`src/rtl/dmem_port_arbiter.sv`:
```
// dmem_port_arbiter
//   Lets the two issue lanes of the dual-issue MEM stage share one
//   single-ported data memory. If both lanes need the memory in the same
//   cycle, lane 1 goes first and the pipeline stalls for one cycle. Lane 2
//   goes in the next cycle. Lane 1 load data is held so that MEM/WB can
//   capture both results together.
//
// Ports
//   clk, reset                      clock (rising edge), sync active-high reset
//   memread_N/memwrite_N/addr_N/wdata_N   lane N request from EX/MEM (N=1,2)
//   mem_rdata                       async read data for mem_addr
//   mem_addr/mem_wdata/mem_re/mem_we      data memory port
//   stall                           freeze PC, IF/ID, ID/EX, EX/MEM
//   mem_done                        MEM/WB may capture this cycle
//   rdata_1/rdata_2                 per-lane load data (0 for non-loads)
//   conflict_cnt                    saturating count of conflict stalls
//
// state  | meaning
// IDLE   | serve whichever lane requests; on conflict issue lane 1 and stall
// SECOND | issue lane 2 of a conflicting pair, lane 1 data comes from hold1
module dmem_port_arbiter #(
  parameter int DW    = 8,
  parameter int CNT_W = 16
) (
  input  logic             clk,
  input  logic             reset,
  input  logic             memread_1,
  input  logic             memwrite_1,
  input  logic [DW-1:0]    addr_1,
  input  logic [DW-1:0]    wdata_1,
  input  logic             memread_2,
  input  logic             memwrite_2,
  input  logic [DW-1:0]    addr_2,
  input  logic [DW-1:0]    wdata_2,
  input  logic [DW-1:0]    mem_rdata,
  output logic [DW-1:0]    mem_addr,
  output logic [DW-1:0]    mem_wdata,
  output logic             mem_re,
  output logic             mem_we,
  output logic             stall,
  output logic             mem_done,
  output logic [DW-1:0]    rdata_1,
  output logic [DW-1:0]    rdata_2,
  output logic [CNT_W-1:0] conflict_cnt
);

  typedef enum logic {IDLE = 1'b0, SECOND = 1'b1} state_t;

  state_t        state, state_nxt;
  logic [DW-1:0] hold1;
  logic          req1, req2, ld1, ld2, conflict;

  // A request with both read and write set counts as a store.
  assign req1     = memread_1 | memwrite_1;
  assign req2     = memread_2 | memwrite_2;
  assign ld1      = memread_1 & ~memwrite_1;
  assign ld2      = memread_2 & ~memwrite_2;
  assign conflict = (state == IDLE) && req1 && req2;

  always_ff @(posedge clk) begin
    if (reset) state <= IDLE;
    else       state <= state_nxt;
  end

  always_ff @(posedge clk) begin
    if (reset) begin
      hold1        <= '0;
      conflict_cnt <= '0;
    end else if (conflict) begin
      hold1 <= ld1 ? mem_rdata : '0;
      if (conflict_cnt != {CNT_W{1'b1}})
        conflict_cnt <= conflict_cnt + 1'b1;
    end
  end

  always_comb begin
    state_nxt = state;
    case (state)
      IDLE:    if (conflict) state_nxt = SECOND;
      SECOND:  state_nxt = IDLE;
      default: state_nxt = IDLE;
    endcase
  end

  always_comb begin
    mem_addr  = '0;
    mem_wdata = '0;
    mem_re    = 1'b0;
    mem_we    = 1'b0;
    stall     = 1'b0;
    mem_done  = 1'b0;
    rdata_1   = '0;
    rdata_2   = '0;
    if (!reset) begin
      mem_done = 1'b1;
      case (state)
        IDLE: begin
          if (req1) begin
            // Lane 1 always goes first, whether or not lane 2 conflicts.
            mem_addr  = addr_1;
            mem_wdata = wdata_1;
            mem_re    = ld1;
            mem_we    = memwrite_1;
            if (req2) begin
              stall    = 1'b1;
              mem_done = 1'b0;
            end else begin
              rdata_1 = ld1 ? mem_rdata : '0;
            end
          end else if (req2) begin
            mem_addr  = addr_2;
            mem_wdata = wdata_2;
            mem_re    = ld2;
            mem_we    = memwrite_2;
            rdata_2   = ld2 ? mem_rdata : '0;
          end
        end
        SECOND: begin
          mem_addr  = addr_2;
          mem_wdata = wdata_2;
          mem_re    = ld2;
          mem_we    = memwrite_2;
          rdata_1   = hold1;
          rdata_2   = ld2 ? mem_rdata : '0;
        end
        default: mem_done = 1'b0;
      endcase
    end
  end

endmodule

```
`config.mk`:
```
export PLATFORM = sky130hd
export DESIGN_NAME = dmem_port_arbiter
export DESIGN_NICKNAME = d
export VERILOG_FILES = /design/src/rtl/dmem_port_arbiter.sv
export SDC_FILE = /design/constraint.sdc
export NUM_CORES = 1
export LEC_CHECK = 0
export CAP_MARGIN = 5
export CORE_ASPECT_RATIO = 1.1
export CORE_UTILIZATION = 37
export DETAILED_ROUTE_END_ITERATION = 10
export PLACE_DENSITY_LB_ADDON = 0.12
export REMOVE_ABC_BUFFERS = 1
export SKIP_CTS_REPAIR_TIMING = 1
export SYNTH_ARGS = -nofsm -noshare
export SYNTH_HDL_FRONTEND = slang
export SYNTH_SLANG_ARGS = --single-unit
export TNS_END_PERCENT = 5
```
`constraint.sdc`:
```
create_clock -name clk -period 2.96 [get_ports clk]
set_clock_uncertainty 0.2 [all_clocks]
set_input_delay 0.592 -clock clk [delete_from_list [all_inputs] [get_ports clk]]
set_output_delay 0.592 -clock clk [all_outputs]
set_load 0.02 [all_outputs]
```
==> flow_results.org <==
** Status
- The run finished, with violations left.
- The checks that failed: negative setup slack.

** Power
- Maximum vdd drop :: 0.291 mV
- The analysis attributes to cell leakage a power of 1.33 nW.
- Power after layout :: 0.820 mW
- For this design the ratio of total power to cell area is 297 nW/um2.

** Global routing
- All-Layer GR Usage :: 22.2%
- Maximum number of pins on one net before global-route repair :: 17
- Number of antenna violations at the first check in global routing :: 0
- Global-route wire length before repair :: 8120 um
- Vias in the first global route :: 1754
- Final global-route overflow total :: 0

** CTS
- Total clock buffers created by CTS :: 3
- CTS saw 25 sinks.
- In this run the number of H-tree levels came out at 1.
- Max clock buf depth :: 2
- TritonCTS built the clock tree.
- Clock transition at the register clock pins on the worst setup and hold paths after CTS :: 0.09 ns
- Root cell of the clock tree :: clkbuf_8
- At the later pin of the worst-skew pair, clock insertion delay measures 0.27 ns.

** Final layout
- Compared with the post-synthesis result, the final layout area differs by 76.3%.
- # fillers :: 354
- Share of cells above drive strength 1 :: 15.4%
- Final core area utilization :: 69.0%
- In the final design database the tool counted 373 nets.
- Ant diodes :: 0
- Finished Layout Cells :: 377
- The finished cells cover 2760 um2.

** Placed design
- Count of input and output buffers :: 97
- Post-place instance area :: 2730 um2
- Detail Placement HPWL :: 3900 um
- Before CTS, the worst setup slack after placement is -0.457 ns.
- The number of placed instances, taps included, is 373.
- Routability-driven placement finished with a final weighted congestion of 0.829.

** STA
- Setup violators final :: 4
- RSZ-0062 raised after global routing :: true
- The max-slew violation count was 0.
- The routed design could run at a clock period as short as 2.97 ns.
- After routing, the total negative slack on setup checks comes to -0.0172 ns.
- The worst pin sits at a relative slew slack of 48.2%.
- The final number of hold-violating endpoints came to 0.
- Dividing the final minimum period by the clock period gives 100%.
- Peak clock frequency supported by timing :: 0.337 GHz
- Final hold analysis gives a worst-case slack of 0.294 ns.
- Transition time of the tightest slew-check pin :: 0.771 ns
- Once routing completed, OpenROAD measured the worst setup slack at -0.0101 ns.

** Setup path
- Reg-to-reg startpoint :: state
- Required time reported for the critical path endpoint :: 2.17 ns
- Grouping stages by cell kind, the critical path spends the most delay in buffers and inverters.
- The worst setup path is captured at an output port.
- Internal reg-to-reg setup slack :: 0.60 ns
- Maximum fanout along the worst path :: 16
- CP endpoint :: mem_addr[4]
- At the worst endpoint, the arrival time is 2.18 ns.
- STA classifies the critical path startpoint as an input port.
- The critical path runs through a total of 6 cells.
- By startpoint and endpoint, the worst setup path is classified as input port to output port.
- Longest individual stage delay on the worst path :: 0.55 ns
- Endpoint of the lowest-slack register-to-register path :: conflict_cnt[14]
- Launching instance or port of the critical path :: memwrite_1
- CP max-delay cell :: or4_4
- CP Buf/Inv Count :: 3
- Crit-path cells :: clkdlybuf4s50_1, or4_4, o21ai_1, buf_6, a21oi_1, dlymetal6s2s_1
- Path depth of the worst reg2reg path :: 5

** Min path
- Worst hold path type :: flip-flop to flip-flop
- The worst hold path begins at hold1[4].

** Yosys
- Most frequent cells after synthesis :: 40 x nand2_1, 25 x a21oi_1, 25 x dfxtp_1
- Synthesis produced 214 cells.
- Ranked by total cell area, the synthesized netlist is headed by dfxtp_1 32%, nand2_1 9.6%, a21oi_1 8.0%.
- Library cells used by synthesis :: 38
- Mean Syn Cell Area :: 7.31 um2
- EDFF count, synth :: 0
- Cell taking the most area after synthesis :: dfxtp_1
- Leading cell type by number of instances after synthesis :: nand2_1
- Counting flops and latches in the post-synthesis netlist gives 25.
- Primary FF master, synth :: dfxtp_1
- During synthesis, Yosys emitted a total of 0 warnings.
- Of the post-synthesis cell area, the dominant cell type holds 32.0%.
- Asr flop ratio synth :: 0%
- The mapped netlist covers 1560 um2.
- Post-synthesis sequential area ratio :: 32.0%

** Die
- Core region area :: 3990 um2
- Row generation in the floorplan step produced 24 rows.
- Number of top-level pins :: 98
- Initial core utilization :: 39.2%
- Total Die Area :: 4490 um2
- The die is 70.2 um tall.
- Overall die width :: 64.0 um

** Detailed routing
- DR vias/cell :: 5.43
- The final route contains 2047 vias.
- The detailed router used layers up to and including met4.
- The detail route stage leaves a number of antenna-violating nets equal to 0.
- The first detailed-routing pass ran for 4 iterations.
- For this block, wires on met1 add up to 2290 um.
- Summed over all nets, wire length on met3 after detailed routing comes to 450 um.
- For this block, the routed nets add up to 5220 um of wire.
- For this block, the initial DRC count from the detailed router was 49.
- Drc violations :: 0
- Routed met2 length :: 2460 um
- Mean routed wirelength per cell :: 13.8 um

** Run
- Number of max-capacitance violations reported :: 0
-- placed cells by master (no fill, tap or decap), types with 2 or more instances in the layout --
master,n
a21oi_1,25
a22o_1,8
a22oi_1,8
and2_1,9
buf_4,28
clkbuf_2,10
clkbuf_8,3
clkdlybuf4s50_1,61
dfxtp_1,25
dlymetal6s2s_1,18
inv_1,4
mux2_2,3
nand2_1,40
nand2b_1,2
nand3_1,5
nand4_1,4
nor2_1,19
nor2b_1,4
nor3_1,5
nor4_1,2
o21ai_0,2
o21ai_1,2
o31ai_1,7
or3_1,3
or4_1,9
-- sequential cells by signal, summed over array words and instances, names as in the netlist --
| register | count |
|---|---|
| conflict_cnt | 16 |
| hold1 | 8 |
| state | 1 |
-- logic make-up after synthesis --
| logic type | after synthesis | share of synthesized area, % |
|---|---|---|
| muxes | 4 | 2.80 |
| DFF | 25 | 32.0 |
| adders and majority gates | 1 | 0.800 |
| buffers and inverters | 16 | 4.00 |
| and+or+nand+nor | 107 | 34.6 |
| AOI/OAI and AO/OA | 61 | 25.8 |
-- layout make-up --
cell class,count,area [um2],share of cell area [%]
inverter,4,15.0,0.544
multi-input combinational,173,1000,36.4
tap,52,65.1,2.36
timing repair buffer,119,1130,40.9
clock buffer,4,45.0,1.63
sequential,25,500,18.1
-- worst min path at each step --
stage / endpoint / cells past startpoint
after floorplan: hold1[0] / 1
after global placement: hold1[0] / 1
after detailed placement: hold1[7] / 1
after CTS: hold1[4] / 1
after global routing: hold1[5] / 1
final: hold1[4] / 1
-- layer usage --
layer	up-vias	track usage, %
met4	0	4.55
met5	-	0
met3	2	4.25
met1	952	28.0
li1	1007	-
met2	86	38.7
-- worst register-to-register path, delay by kind of cell, from the launching register on --
family	cells	cell delay, ns
multiplexers	1	0.36
AND/OR/NAND/NOR	2	0.92
buffers and inverters	1	0.18
flip-flops	1	0.37
AO/OA/AOI/OAI	1	0.23
-- where the power goes --
part           leakage [nW]  internal, mW  switching (mW)
clock network        0.0228        0.0962           0.109
logic                  1.11         0.137           0.125
registers             0.202         0.344         0.00750
No activity file was read; power rests on OpenSTA's default activity.
==> RTL change (same settings) <==
Put one more register stage on the output `conflict_cnt`, with the module's reset. The value now appears one clock later. The other outputs are not delayed to match.
--- a/src/rtl/dmem_port_arbiter.sv
+++ b/src/rtl/dmem_port_arbiter.sv
@@ -47,4 +47,6 @@
   typedef enum logic {IDLE = 1'b0, SECOND = 1'b1} state_t;
 
+  logic [CNT_W-1:0] conflict_cnt_s0;
+
   state_t        state, state_nxt;
   logic [DW-1:0] hold1;
@@ -66,9 +68,9 @@
     if (reset) begin
       hold1        <= '0;
-      conflict_cnt <= '0;
+      conflict_cnt_s0 <= '0;
     end else if (conflict) begin
       hold1 <= ld1 ? mem_rdata : '0;
-      if (conflict_cnt != {CNT_W{1'b1}})
-        conflict_cnt <= conflict_cnt + 1'b1;
+      if (conflict_cnt_s0 != {CNT_W{1'b1}})
+        conflict_cnt_s0 <= conflict_cnt_s0 + 1'b1;
     end
   end
@@ -129,4 +131,12 @@
   end
 
+  always_ff @(posedge clk) begin
+    if (reset) begin
+      conflict_cnt <= '0;
+    end else begin
+      conflict_cnt <= conflict_cnt_s0;
+    end
+  end
+
 endmodule
 
Function: changed (a bounded check fails within 4 cycles, from zero or initial values and one cycle with reset high).
==> RTL change against the original RTL <==
Global-route usage decreased by 2.6 points. Area after synthesis increased by 30%. Worst setup slack improved by 0.042 ns. Total power increased by 48%. Final area increased by 24%. Sequential cell count increased by 16. Hold slack got worse by 0.0098 ns. Synthesized cell count increased by 15%. Sequential power increased by 62%. Sequential share of layout area increased by 5.9 points. Routed wire length increased by 12%. First-iteration DRC count increased by 130%. Critical path depth decreased by 2. Critical endpoint is now mem_done.
==> RTL change: results (changes against the original RTL) <==
| Metric | Value |
|---|---|
| Synth area leaders | dfxtp_1, nand2_1, a21oi_1, nor2b_1, nor2_1 |
| Crit Reg-Reg Startpoint | conflict_cnt_s0[0] |
| Slew @ Worst Pin | 0.778 ns (+0.00639 ns) |
| NonClk Buf Share | 36.6% (-4.3 points) |
| GRT Total Usage | 19.6% (-2.6 points) |
| Fraction of registers with async set/reset | 0% (unchanged) |
| Syn_area_per_cell | 8.21 sq um (+12%) |
| Row count | 27 (+13%) |
| Fillcell total | 434 (+23%) |
| Placed cell count | 422 (+13%) |
| Largest net degree at the start of global routing | 29 (+12) |
| Cell Area, Placed | 3200 sq um (+17%) |
| Gp weighted congestion | 0.791 (-4.6%) |
| Cell variety after synth | 36 (-5.3%) |
| Met3 WL | 341 um (-24%) |
| Register Area | 821 sq um (+64%) |
| DR vias | 2190 (+7.0%) |
| Comb power frac | 23.4% (-8.7 points) |
| CP Launch Point | reset |
| Worst EP arrival | 2.14 ns (-0.04 ns) |
| Met1 usage | 23.5% (-4.5 points) |
| Status | finished, final reports clean |
| Seq/Total Area, Yosys | 40.5% (+8.5 points) |
| Setup crit end | mem_done |
| Layout cell share with drive strength beyond 1 | 12.8% (-2.6 points) |
| Leak | 1.84 nW (+38%) |
| Biggest regs | conflict_cnt: 16 flops, conflict_cnt_s0: 16 flops, hold1: 8 flops |
| Critical-path maximum fanout | 13 (-3) |
| Worst reg2reg setup slack | 0.57 ns (-0.03 ns) |
| Worst VDD drop | 290 uV (-0.36%) |
| Met2 wire length | 2940 um (+20%) |
| Drt initial violations | 113 (+130%) |
| CTS buffer count | 5 (+2) |
| Wl on met1 | 2560 um (+12%) |
| Internal | 0.000874 W (+51%) |
| Vias in the first global route | 2015 (+15%) |
| Clk tree area frac | 2.53% (+0.90 points) |
| Combinational logic power | 0.000282 W (+7%) |
| FFs & Latches | 41 (+64%) |
| Post-route clock period utilization | 98.9% (-1.4 points) |
| Mux cell area share after synthesis | 5.56% (+2.8 points) |
| DP HPWL | 4180 um (+7.0%) |
| Final nets | 405 (+8.6%) |
| Sequential group power | 0.000569 W (+62%) |
| Min-delay src | hold1[5] |
| Worst flop-to-flop path endpoint | conflict_cnt_s0[1] |
| Met3 global-route usage | 4.67% (+0.42 points) |
| Multi-input combinational area share | 33.8% (-2.6 points) |
| Global-route wire length before repair | 9030 um (+11%) |
| Nonclk inv count | 3 (-1) |
| Multi-In Gates | 188 (+8.7%) |
| DP Worst Slack | -0.422 ns (+0.0350 ns) |
| Clk_lat worst skew | 0.30 ns (+0.03 ns) |
| CTS HTree Levels | 2 (+1) |
| Grt met2 use | 34.4% (-4.3 points) |
| Synth Area in Adders | 0.617% (-0.18 points) |
-- RTL change: changes by cell type in the layout (fill, tap and decap cells not counted), moves of 3 or more --
cell             unedited run  this run
dlymetal6s2s_1             18        38
dfxtp_1                    25        41
nor2b_1                     4        17
clkbuf_2                   10         0
buf_4                      28        20
nor2_1                     19        25
or4_1                       9         3
a211oi_1                    1         6
mux2_2                      3         8
o31ai_1                     7         2
a21oi_1                    25        22
clkdlybuf4s50_1            61        58
nor4_1                      2         5
or3_1                       3         0
-- RTL change: stage by stage --
stage,utilization (%),hold slack [ns],TNS (ns)
after floorplan,-,0.250,0
after CTS,64.0,0.288,-11.75
after detailed placement,62.3,0.268,-11.97
after global routing,66.4,0.304,-0.0543
after global placement,62.3,0.261,-11.69
final,66.4,0.284,0
-- RTL change: worst max-delay path: stages --
cell and delay (ns):
clkdlybuf4s50_1 0.49, buf_4 0.23, nor2_1 0.17, clkdlybuf4s50_1 0.65
